## config.mk

```make
export PLATFORM = sky130hd
export DESIGN_NAME = ws2812_frame_scheduler
export DESIGN_NICKNAME = d
export VERILOG_FILES = /design/src/rtl/ws2812_frame_scheduler_pkg.sv /design/src/rtl/ws2812_frame_scheduler_lerp.sv /design/src/rtl/ws2812_frame_scheduler.sv
export SDC_FILE = /design/constraint.sdc
export NUM_CORES = 1
export LEC_CHECK = 0
export BUFFER_PORTS_ARGS = -buffer_cell sky130_fd_sc_hd__buf_4
export CORE_MARGIN = 2
export CORE_UTILIZATION = 40
export CTS_CLUSTER_DIAMETER = 80
export DETAILED_ROUTE_END_ITERATION = 16
export PLACE_DENSITY = 0.58
export SETUP_SLACK_MARGIN = 0.02
export SYNTH_ARGS = -nofsm -noshare
export SYNTH_HDL_FRONTEND = slang
export SYNTH_SLANG_ARGS = --single-unit
```

## constraint.sdc

```tcl
create_clock -name CLK -period 7.1 [get_ports CLK]
set_input_delay 0.71 -clock CLK [delete_from_list [all_inputs] [get_ports CLK]]
set_output_delay 0.71 -clock CLK [all_outputs]
set_load 0.01 [all_outputs]
```

## src/rtl/ws2812_frame_scheduler_pkg.sv

```systemverilog
// Shared types and helpers for the WS2812 frame scheduler: FSM states,
// byte order within an LED word, and milestone storage sizing.
package ws2812_frame_scheduler_pkg;

   typedef enum logic [1:0] {
      ST_IDLE    = 2'd0,
      ST_LOAD    = 2'd1,
      ST_STREAM  = 2'd2,
      ST_HOLDOFF = 2'd3
   } state_e;

   localparam logic [1:0] BYTE_G = 2'd0;
   localparam logic [1:0] BYTE_R = 2'd1;
   localparam logic [1:0] BYTE_B = 2'd2;

   // Enough milestones that LED LEDS-1 at the largest phase still has a right neighbour.
   function automatic int milestone_count(input int leds, input int interp);
      return (leds + interp - 2) / interp + 2;
   endfunction

   function automatic logic [7:0] chan_byte(input logic [23:0] col, input logic [1:0] c);
      case (c)
         BYTE_G:  return col[23:16];
         BYTE_R:  return col[15:8];
         default: return col[7:0];
      endcase
   endfunction

endpackage

```

## src/rtl/ws2812_frame_scheduler_lerp.sv

```systemverilog
// Combinational linear blend of one colour channel between two milestones,
// weight k/INTERPOLATIONS towards b_i.
module milestone_lerp #(
   parameter int INTERPOLATIONS = 4
) (
   input  logic [7:0]                        a_i,
   input  logic [7:0]                        b_i,
   input  logic [$clog2(INTERPOLATIONS)-1:0] k_i,
   output logic [7:0]                        byte_o
);
   localparam int KW = $clog2(INTERPOLATIONS);
   localparam int SW = 8 + KW + 1;

   logic [KW:0]   wa;
   logic [SW-1:0] sum;

   assign wa     = (KW+1)'(INTERPOLATIONS) - {1'b0, k_i};
   assign sum    = SW'(a_i) * SW'(wa) + SW'(b_i) * SW'(k_i);
   assign byte_o = 8'(sum >> KW);

endmodule

```

## src/rtl/ws2812_frame_scheduler.sv

```systemverilog
// Streams interpolated colour bytes for a WS2812 chain, scrolling between
// milestone colours one LED per frame and pacing frames with a latch gap.
module ws2812_frame_scheduler
   import ws2812_frame_scheduler_pkg::*;
#(
   parameter int LEDS           = 11,
   parameter int INTERPOLATIONS = 4,
   parameter int HOLDOFF_CYCLES = 1024
) (
   input  logic        CLK,
   input  logic        RST,
   input  logic        enable,
   input  logic        data_request,
   input  logic [23:0] color_in,
   output logic        color_req,
   output logic        trigger,
   output logic        data_valid,
   output logic [7:0]  byte_out,
   output logic        frame_done
);
   localparam int M  = milestone_count(LEDS, INTERPOLATIONS);
   localparam int KW = $clog2(INTERPOLATIONS);
   localparam int NW = $clog2(LEDS + 1);
   localparam int SW = $clog2(LEDS + INTERPOLATIONS);
   localparam int JW = SW - KW;
   localparam int HW = $clog2(HOLDOFF_CYCLES + 1);

   state_e              state_q, state_d;
   logic [NW-1:0]       n_q, n_d;
   logic [1:0]          c_q, c_d;
   logic [KW-1:0]       p_q, p_d;
   logic [HW-1:0]       hcnt_q, hcnt_d;
   logic [M-1:0][23:0]  ms_q, ms_d;
   logic                enable_q;
   logic                frame_done_q, frame_done_d;

   always_comb begin
      state_d      = state_q;
      n_d          = n_q;
      c_d          = c_q;
      p_d          = p_q;
      hcnt_d       = hcnt_q;
      ms_d         = ms_q;
      frame_done_d = 1'b0;
      case (state_q)
         ST_IDLE: if (enable_q) state_d = ST_LOAD;
         ST_LOAD: begin
            state_d = ST_STREAM;
            n_d     = '0;
            c_d     = BYTE_G;
            if (p_q == '0) begin
               for (int i = 0; i < M-1; i++) ms_d[i] = ms_q[i+1];
               ms_d[M-1] = color_in;
            end
         end
         ST_STREAM: if (data_request) begin
            if (c_q == BYTE_B) begin
               c_d = BYTE_G;
               if (n_q == NW'(LEDS-1)) begin
                  state_d      = ST_HOLDOFF;
                  frame_done_d = 1'b1;
                  p_d          = p_q + 1'b1;
                  n_d          = '0;
                  hcnt_d       = '0;
               end else begin
                  n_d = n_q + 1'b1;
               end
            end else begin
               c_d = c_q + 2'd1;
            end
         end
         ST_HOLDOFF: begin
            if (hcnt_q == HW'(HOLDOFF_CYCLES-1)) begin
               state_d = enable_q ? ST_LOAD : ST_IDLE;
               hcnt_d  = '0;
            end else begin
               hcnt_d = hcnt_q + 1'b1;
            end
         end
         default: state_d = ST_IDLE;
      endcase
   end

   always_ff @(posedge CLK or posedge RST) begin
      if (RST) begin
         state_q      <= ST_IDLE;
         n_q          <= '0;
         c_q          <= BYTE_G;
         p_q          <= '0;
         hcnt_q       <= '0;
         ms_q         <= '0;
         enable_q     <= 1'b0;
         frame_done_q <= 1'b0;
      end else begin
         state_q      <= state_d;
         n_q          <= n_d;
         c_q          <= c_d;
         p_q          <= p_d;
         hcnt_q       <= hcnt_d;
         ms_q         <= ms_d;
         enable_q     <= enable;
         frame_done_q <= frame_done_d;
      end
   end

   // ms_d equals ms_q except in LOAD, where it already holds the shifted
   // milestones so the first byte is correct on the trigger cycle.
   logic [SW-1:0] s;
   logic [JW-1:0] j;
   logic [7:0]    lerp_a, lerp_b, lerp_y;

   assign s = SW'(n_q) + SW'(p_q);
   assign j = s[SW-1:KW];

   always_comb begin
      lerp_a = '0;
      lerp_b = '0;
      for (int i = 0; i < M-1; i++) begin
         if (j == JW'(i)) begin
            lerp_a = chan_byte(ms_d[i],   c_q);
            lerp_b = chan_byte(ms_d[i+1], c_q);
         end
      end
   end

   milestone_lerp #(.INTERPOLATIONS(INTERPOLATIONS)) u_lerp (
      .a_i    (lerp_a),
      .b_i    (lerp_b),
      .k_i    (s[KW-1:0]),
      .byte_o (lerp_y)
   );

   assign trigger    = (state_q == ST_LOAD);
   assign color_req  = trigger && (p_q == '0);
   assign data_valid = (state_q == ST_STREAM);
   assign frame_done = frame_done_q;
   assign byte_out   = (trigger || data_valid) ? lerp_y : 8'h00;

endmodule

```

Word level (Yosys, flattened, before mapping)

Index checks and enable logic that the tools add are counted.

Equal/unequal tests: 15
Muxes and demuxes: 39
$mul: 2
Add/sub/neg operators: 7
Reductions and logical operators: 13

Operators with widths:

| cell                                                              | number |
|---|---|
| 120-bit 2-to-1 mux                                                | 2 |
| 8-bit case mux with 2 select lines                                | 5 |
| 8-bit 2-to-1 mux                                                  | 9 |
| 11-bit 2-to-1 mux                                                 | 4 |
| 11-bit case mux with 2 select lines                               | 1 |
| 2-bit 2-to-1 mux                                                  | 7 |
| 4-bit 2-to-1 mux                                                  | 3 |
| 11-bit by 1-bit adder with 11-bit output, second input constant   | 1 |
| 11-bit by 10-bit == test with 1-bit output, second input constant | 1 |
| 10-bit adder                                                      | 1 |
| 2-bit == test, second input constant                              | 5 |
| 8-bit by 2-bit multiplier with 10-bit output                      | 1 |
| 8-bit by 3-bit multiplier with 10-bit output                      | 1 |
| 2-bit logical NOT                                                 | 4 |
| 2-bit case mux with 4 select lines                                | 1 |
| 4-bit case mux with 2 select lines                                | 1 |
| 4-bit AND reduction                                               | 2 |
| 2-bit by 1-bit == test with 1-bit output, second input constant   | 3 |
| 2-bit != test, second input constant                              | 3 |
| 1-bit 2-to-1 mux                                                  | 5 |
| 5-bit AND reduction                                               | 1 |
| 2-bit by 1-bit adder with 2-bit output, second input constant     | 2 |
| 4-bit by 1-bit adder with 4-bit output, second input constant     | 1 |
| 4-bit by 2-bit adder with 4-bit output                            | 1 |
| 9 further kinds                                                   | 11 |

Input port bits: 28
Word-level logic and storage cells: 88
Register bits after elaboration: 143
Output and inout bits: 12

Longest topological paths before layout

Gate-level depths: netlist of the first run.

Depth in word-level cells: 11
Depth in mapped cells: 30
Mapped depth without buffers: 26

Hierarchy

Synthesis of the first run repeated with hierarchy kept, for this count alone.

Cells, all modules: 851
Area, all modules: 8514.4 um^2

Modules (own cells, without submodules):

| module                 | cells each | times used | area each (um^2) | seq. area each (um^2) |
|---|---|---|---|---|
| ws2812_frame_scheduler | 711        | 1          | 7378.3           | 3578.4 |
| milestone_lerp         | 140        | 1          | 1136.1           | 0.0 |

Least setup slack after synthesis of the first run

OpenSTA, ideal clock, no wires.

Path kind: flip-flop to output port
From: reg state_q[1]
To: out byte_out[7]
Buffers on the path: 2
Cell stages (with the launch flop): 28
Path slack: 563 ps
Arrival time: 5827 ps
Cell sequence: dfrtp_1 > inv_1 > ha_1 > buf_6 > nand2_8 > clkinv_4 > buf_4 > mux2_2 > mux2_2 > mux2i_1 > nand2_1 > o211ai_1 > o221ai_1 > and2_1 > fa_1 > fa_1 > inv_1 > fa_1 > inv_1 > ha_1 > nor2b_1 > o21ai_0 > nand2b_1 > a21o_1 > a21o_1 > a31oi_1 > xnor3_1 > and2_1

RTL lines:

| element                  | line                         | RTL |
|---|---|---|
| start: declaration       | ws2812_frame_scheduler.sv:28 | `state_e state_q, state_d;` |
| start signal: assignment | ws2812_frame_scheduler.sv:95 | `state_q <= state_d;` |
| end: declaration         | ws2812_frame_scheduler.sv:18 | `output logic [7:0] byte_out,` |

==> impl_results.md, run 1 <==
* Outcome: completed
* Vias in the first global route at 6730
* WHS Path Cells at 1
* HP Start: enable
* Final WS setup at around 0.38 ns
* DRC viols at 0
* Antenna Violating Nets Remaining at 0
* Final Hold Viols at 0
* Most frequent cell after synthesis: nand2_1
* Synth area leader: dfrtp_1
* Hold-fix buffers at CTS at 0
* Clock power share at a little under a quarter
* Count of final setup violators at 0
* Period utilisation layout at 94.66%
* Hold_ws at between 0.3 and 0.4 ns
* Worst EP arrival at roughly 6.0 ns
* Routed vias/inst at around 5.2
* Yosys cell types at 65
* Final Wtd Congestion at 0.8482
* Worst-Skew Late Latency at ~0.42 ns
* Port bufs at 39
* Core footprint at 21150 sq um
* Cell count after synthesis at approximately 950
* Post-Route WL at ~21000 um
* Pwr/cell area at ~380 nW/um^2
* Number of clock sinks at 143
* Reg2Reg Capture Point: hcnt_q[5]$_DFFE_PP0P_
* Final-layout fill cell count at a little over 2000
* Area growth from synthesis to layout at 16.87%
* Fin util at a little under half
* Final min period at between 6 and 7 ns
* Seq/Total Area, Yosys at 41.23%
* Max-slew violation count at 0
* Main synth FF type: dfrtp_1
* Final nets at roughly 1100
* Post-synth top cells: nand2_1, dfrtp_1, mux2_2, inv_1, nor2_1
* Initial antenna violation count at 0
* Pwr Total at roughly 3.9 mW
* NetSw at roughly 1.6 mW
* H-tree levels at 4
* HP Class: input pin to register
* Crit path buf inv count at 5
* Fmax at ~150 MHz
* Congestion Overflow GR at 0
* Root Driver: clkbuf_16
* Iter 0 DRT Violations at about 420
* Crit path required time at between 6 and 7 ns
* Inserted Clock Buffers at 17
* Syn Nets at approximately 1000
* Die Wd at between 150 and 200 um
* Vias at about 6700
* Synth Cell Area at 8678 sq um
* TritonRoute pass-1 iters at 5
* EDFF count, synth at 0
* I/O pin count at 40
* Starting Density at about two fifths
* CP max FO at 7
* Inserted Diodes at 0
* Sw frac at 40.86%
* Type of element capturing the critical path: primary output
* Number of core rows at 53
* First-pass GRT wire length at between 30000 and 40000 um
* Most used cell, CP: fa_1
* Clock Path Buffers at 2
* Worst Setup Start Kind: register
* Hpwl dp at ~15000 um
* Synth area leaders: dfrtp_1, nand2_1, mux2_2
* Die Height at 151.3 um
* FF-to-FF setup slack at approximately 4.6 ns
* Critical path's top delay family: adder cells
* Max Cap Viol at 0
* Synth Warn # at 0
* Setup TNS Final at 0 ns
* IR drop worst, VDD at roughly 0.18 mV
* Worst-path clk slew at approximately 0.06 ns
* RSZ-0062 raised after global routing: no
* Max-Slew Margin vs Limit at a little under half
* Largest net degree at the start of global routing at 85
* Leak at 5.094 nW
* Hold Path End: enable_q$_DFF_PP0_
* Die ar. at 22890 sq um
* R2r startpoint: c_q[0]$_DFFE_PP0P_
* Gr usage total at around a fifth
* Seq pwr share at 25.1%
* Slew @ Worst Pin at around 0.8 ns
* Post-synth top area share at around two fifths
* Syn_area_per_cell at slightly above 9 sq um
* #FFs+latches synth at 143
* Final setup skew at roughly 0.008 ns
* Slowest library cell on the worst path: fa_1
* Routed wire per std cell at around 16 um
* FFs w/ async S/R, synth at 100.0%
* Crit-path max cell delay at approximately 0.55 ns
* Pint at between 2 and 2.5 mW
* R2R cell count at 5
* Share of cells above drive strength 1 at between 20% and 30%
* Logic pwr share at 52.0%
* CTS tree: yes
* Setup Crit Path Kind: register to primary output
* Place WS at between 0.15 and 0.2 ns
## cell families after synthesis
group	count (synthesis)	share of synthesized area [%]
AO/OA/AOI/OAI	132	10.21
XOR/XNOR	9	1.067
adder cells (fa/ha/maj)	45	8.304
buffers and inverters	97	5.205
flip-flops	143	41.23
multiplexers	90	12.57
AND/OR/NAND/NOR	432	21.41
## cells in the final DEF, fill, tap and decap left out, types with 13 or more instances in the layout
cell	n
a21oi_1	23
o21ai_0	32
clkbuf_16	17
fa_1	20
nor2b_1	13
mux2i_1	27
nand3_1	15
inv_1	42
ha_1	20
mux2_2	52
nor2_1	34
nand2_1	308
dfrtp_1	142
buf_4	76
## power groups by stage
stage / registers [mW] / clock network (mW) / logic, mW
after floorplan: 0.933 / 0 / 1.39
after CTS: 0.968 / 0.904 / 1.96
after global placement: 0.982 / 0 / 1.92
after detailed placement: 0.982 / 0 / 1.93
after global routing: 0.980 / 0.945 / 2.27
final: 0.968 / 0.884 / 2.01
## worst register-to-register path: stages, from the launching register on
cell	delay, ns
dfrtp_2	0.65
or4_1	0.62
nor2_1	0.39
a21o_1	0.24
nand2b_1	0.21
o41ai_1	0.30
## worst max-delay path by stage
stage                              to  slack [ns]                    from  cells after the start
after floorplan           byte_out[7]        0.56  state_q[1]$_DFFE_PP0P_                     27
after global placement    byte_out[7]        0.23  state_q[1]$_DFFE_PP0P_                     26
after detailed placement  byte_out[7]        0.17  state_q[1]$_DFFE_PP0P_                     26
after CTS                 byte_out[7]        0.02      p_q[1]$_DFFE_PP0P_                     26
after global routing      byte_out[6]        0.07      p_q[1]$_DFFE_PP0P_                     23
final                     byte_out[7]        0.38      p_q[1]$_DFFE_PP0P_                     26
## state kept, by name (all words and copies together), names as in the netlist
| name | count |
|---|---|
| state_q | 2 |
| frame_done | 1 |
| p_q | 2 |
| c_q | 2 |
| ms_q | 120 |
| hcnt_q | 11 |
| enable_q | 1 |
| n_q | 4 |
## per-stage QoR
step	area (sq um)	cells
after floorplan	8678	948
after global placement	9280	1243
after detailed placement	9280	1243
after CTS	9970	1281
after global routing	10140	1291
final	10140	1291
## routing by layer
metal	vias up	global-route usage (%)	share of wire [%]
met4	0	5.654	2.0
li1	3292	-	-
met2	104	31.67	48
met5	-	0	0
met1	3244	26.31	46
met3	25	3.946	4.2
## final cells by class
cell class / count / area [sq um] / area share, %
multi-input combinational: 709 / 4737 / 46.71
sequential: 143 / 3580 / 35.29
timing repair buffer: 82 / 676.9 / 6.674
clock buffer: 23 / 508.0 / 5.009
tap: 275 / 344.1 / 3.393
inverter: 48 / 197.7 / 1.949
clock inverter: 9 / 81.33 / 0.8019
timing repair inverter: 2 / 17.52 / 0.1727
## repair_timing
item,4_1_cts,5_1_grt
gates cloned,1,2
resized for setup,12,17
setup buffers,5,8
pin swaps,2,6
endpoints found under the setup margin,2,3
endpoints found under the hold margin,0,0
(Power assumes the default switching activity.)
==> run 2, diff against run 1 <==
--- a/config.mk
+++ b/config.mk
@@ -5,12 +5,13 @@
 export SDC_FILE = /design/constraint.sdc
 export NUM_CORES = 1
 export LEC_CHECK = 0
-export BUFFER_PORTS_ARGS = -buffer_cell sky130_fd_sc_hd__buf_4
 export CORE_MARGIN = 2
 export CORE_UTILIZATION = 40
+export CTS_BUF_LIST = sky130_fd_sc_hd__clkbuf_2
 export CTS_CLUSTER_DIAMETER = 80
 export DETAILED_ROUTE_END_ITERATION = 16
-export PLACE_DENSITY = 0.58
+export DONT_BUFFER_PORTS = 1
+export PLACE_DENSITY = 0.56
 export SETUP_SLACK_MARGIN = 0.02
 export SYNTH_ARGS = -nofsm -noshare
 export SYNTH_HDL_FRONTEND = slang
==> constraint.sdc (replaced) <==
create_clock -name CLK -period 7.1 [get_ports CLK]
set_input_delay 0.71 -clock CLK [delete_from_list [all_inputs] [get_ports CLK]]
set_output_delay 0.71 -clock CLK [all_outputs]
set_load 0.02 [all_outputs]
==> impl_results.md, run 2 (synthesized netlist as in run 1, its figures left out) <==
* Final-layout fill cell count at slightly above 2000
* Die ar. at between 20000 and 25000 sq um
* Core footprint at between 20000 and 25000 sq um
* Slew @ Worst Pin at approximately 1.0 ns
* Final Hold Viols at 0
* Crit-path max cell delay at between 0.5 and 0.6 ns
* I/O pin count at 40
* Fin util at ~48%
* Count of final setup violators at 0
* Leak at between 4 and 5 nW
* Congestion Overflow GR at 0
* Inserted Diodes at 0
* Gr usage total at between 20% and 30%
* Max-Slew Margin vs Limit at a little under a third
* IR drop worst, VDD at 0.2105 mV
* Type of element capturing the critical path: primary output
* Hpwl dp at roughly 15000 um
* Die Wd at about 150 um
* Starting Density at ~41%
* Crit path required time at roughly 6.4 ns
* Number of core rows at 53
* Initial antenna violation count at 0
* Clock Path Buffers at 2
* Largest register FFs at 120
* Vias at 6813
* Worst Setup Start Kind: register
* Vias in the first global route at about 6500
* Area growth from synthesis to layout at 16.49%
* CP max FO at 7
* CTS tree: yes
* Outcome: completed
* First-pass GRT wire length at roughly 36000 um
* Final setup skew at 0.03466 ns
* Routed wire per std cell at 17.44 um
* Final Wtd Congestion at 0.8579
* Hold_ws at 0.06581 ns
* Most used cell, CP: fa_1
* Largest registers: ms_q (120), hcnt_q (11), n_q (4)
* Antenna Violating Nets Remaining at 0
* Worst-path clk slew at about 0.22 ns
* TritonRoute pass-1 iters at 5
* HP Class: input pin to register
* Die Height at 151.3 um
* Fmax at ~150 MHz
* Share of cells above drive strength 1 at 22.54%
* Largest register by flop count: ms_q
* Routed vias/inst at approximately 5.3
* Number of clock sinks at ~140
* RSZ-0062 raised after global routing: yes
* Final min period at 6.875 ns
* Post-Route WL at roughly 23000 um
* Max-slew violation count at 0
* Pwr/cell area at 363.7 nW/um^2
* H-tree levels at 4
* Iter 0 DRT Violations at ~480
* Max Cap Viol at 0
* Port bufs at 0
* Worst-Skew Late Latency at ~0.75 ns
* DRC viols at 0
* Period utilisation layout at between 90% and 100%
* Most frequent cells in the layout: nand2_1, dfrtp_1, buf_4
* Inserted Clock Buffers at 17
* Root Driver: clkbuf_2
* Leading cell type in the layout, fill and taps excluded: nand2_1
* Largest net degree at the start of global routing at 82
* Setup Crit Path Kind: register to primary output
* Final nets at approximately 1100
* Worst EP arrival at between 6 and 7 ns
* Slowest library cell on the worst path: fa_1
[run 2: cell type report]
| class | instances | area (sq um) | area share, % |
|---|---|---|---|
| clock buffer | 17 | 85.08 | 0.8416 |
| clock inverter | 15 | 135.1 | 1.337 |
| timing repair buffer | 83 | 849.6 | 8.403 |
| timing repair inverter | 1 | 8.758 | 0.08663 |
| inverter | 48 | 197.7 | 1.955 |
| multi-input combinational | 709 | 4907 | 48.54 |
| sequential | 143 | 3582 | 35.43 |
| tap | 275 | 344.1 | 3.403 |
[run 2: power breakdown]
part	internal, mW	total, mW	switching (mW)
Sequential	0.884	0.967	0.0830
Clock	0.130	0.465	0.335
Combinational	0.962	2.25	1.28
[run 2: timing repair]
action / in CTS / in global routing
setup endpoints to repair: 4 / 5
hold buffers: 9 / 3
pin swaps: 5 / 25
resized for setup: 21 / 64
cloned: 4 / 1
buffers inserted: 18 / 18
hold endpoints to repair: 70 / 3
[run 2: metrics by stage]
stage | TNS (ns) | instance area, sq um | setup slack, ns | power [mW] | std cells
finish | 0 | 10110 | 0.2255 | 3.677 | 1291
global route | -0.1204 | 10110 | -0.07823 | 4.017 | 1291
CTS | 0 | 9703 | 0.02213 | 3.572 | 1270
detailed placement | 0 | 9035 | 0.2503 | 2.965 | 1207
global placement | 0 | 9035 | 0.3099 | 2.960 | 1207
floorplan | 0 | 8678 | 0.4380 | 2.389 | 948
[run 2: worst paths after layout]
| kind | start | end | slack, ns | cells past startpoint |
|---|---|---|---|---|
| setup / recovery | p_q[1]$_DFFE_PP0P_ | byte_out[7] | 0.23 | 26 |
| hold / removal | color_in[11] | ms_q[107]$_DFF_PP0_ | 0.07 | 2 |
| setup reg to reg | c_q[0]$_DFFE_PP0P_ | hcnt_q[5]$_DFFE_PP0P_ | 4.41 | 6 |
| hold reg to reg | ms_q[102]$_DFF_PP0_ | ms_q[78]$_DFF_PP0_ | 0.49 | 2 |
| max in group asynchronous | RST | ms_q[35]$_DFF_PP0_ | 5.13 | 3 |
| min in group asynchronous | RST | hcnt_q[3]$_DFFE_PP0P_ | 0.47 | 2 |
[run 2: worst max-delay path: cells and delay by family, from the launching register on]
family / cells / cell delay [ns]
adder cells (fa/ha/maj): 5 / 1.93
AO/OA/AOI/OAI: 6 / 0.98
AND/OR/NAND/NOR: 7 / 0.85
buffers and inverters: 6 / 0.50
multiplexers: 1 / 0.49
flip-flops: 1 / 0.42
XOR/XNOR: 1 / 0.24
[run 2: layer usage]
metal  vias to the layer above  track usage [%]  part of all wire (%)
met1                      3340            29.37                    46
met5                         -                0                     0
met2                       148            32.53                    47
li1                       3306                -                     -
met4                         0            4.252                   1.3
met3                        19            4.247                   4.8
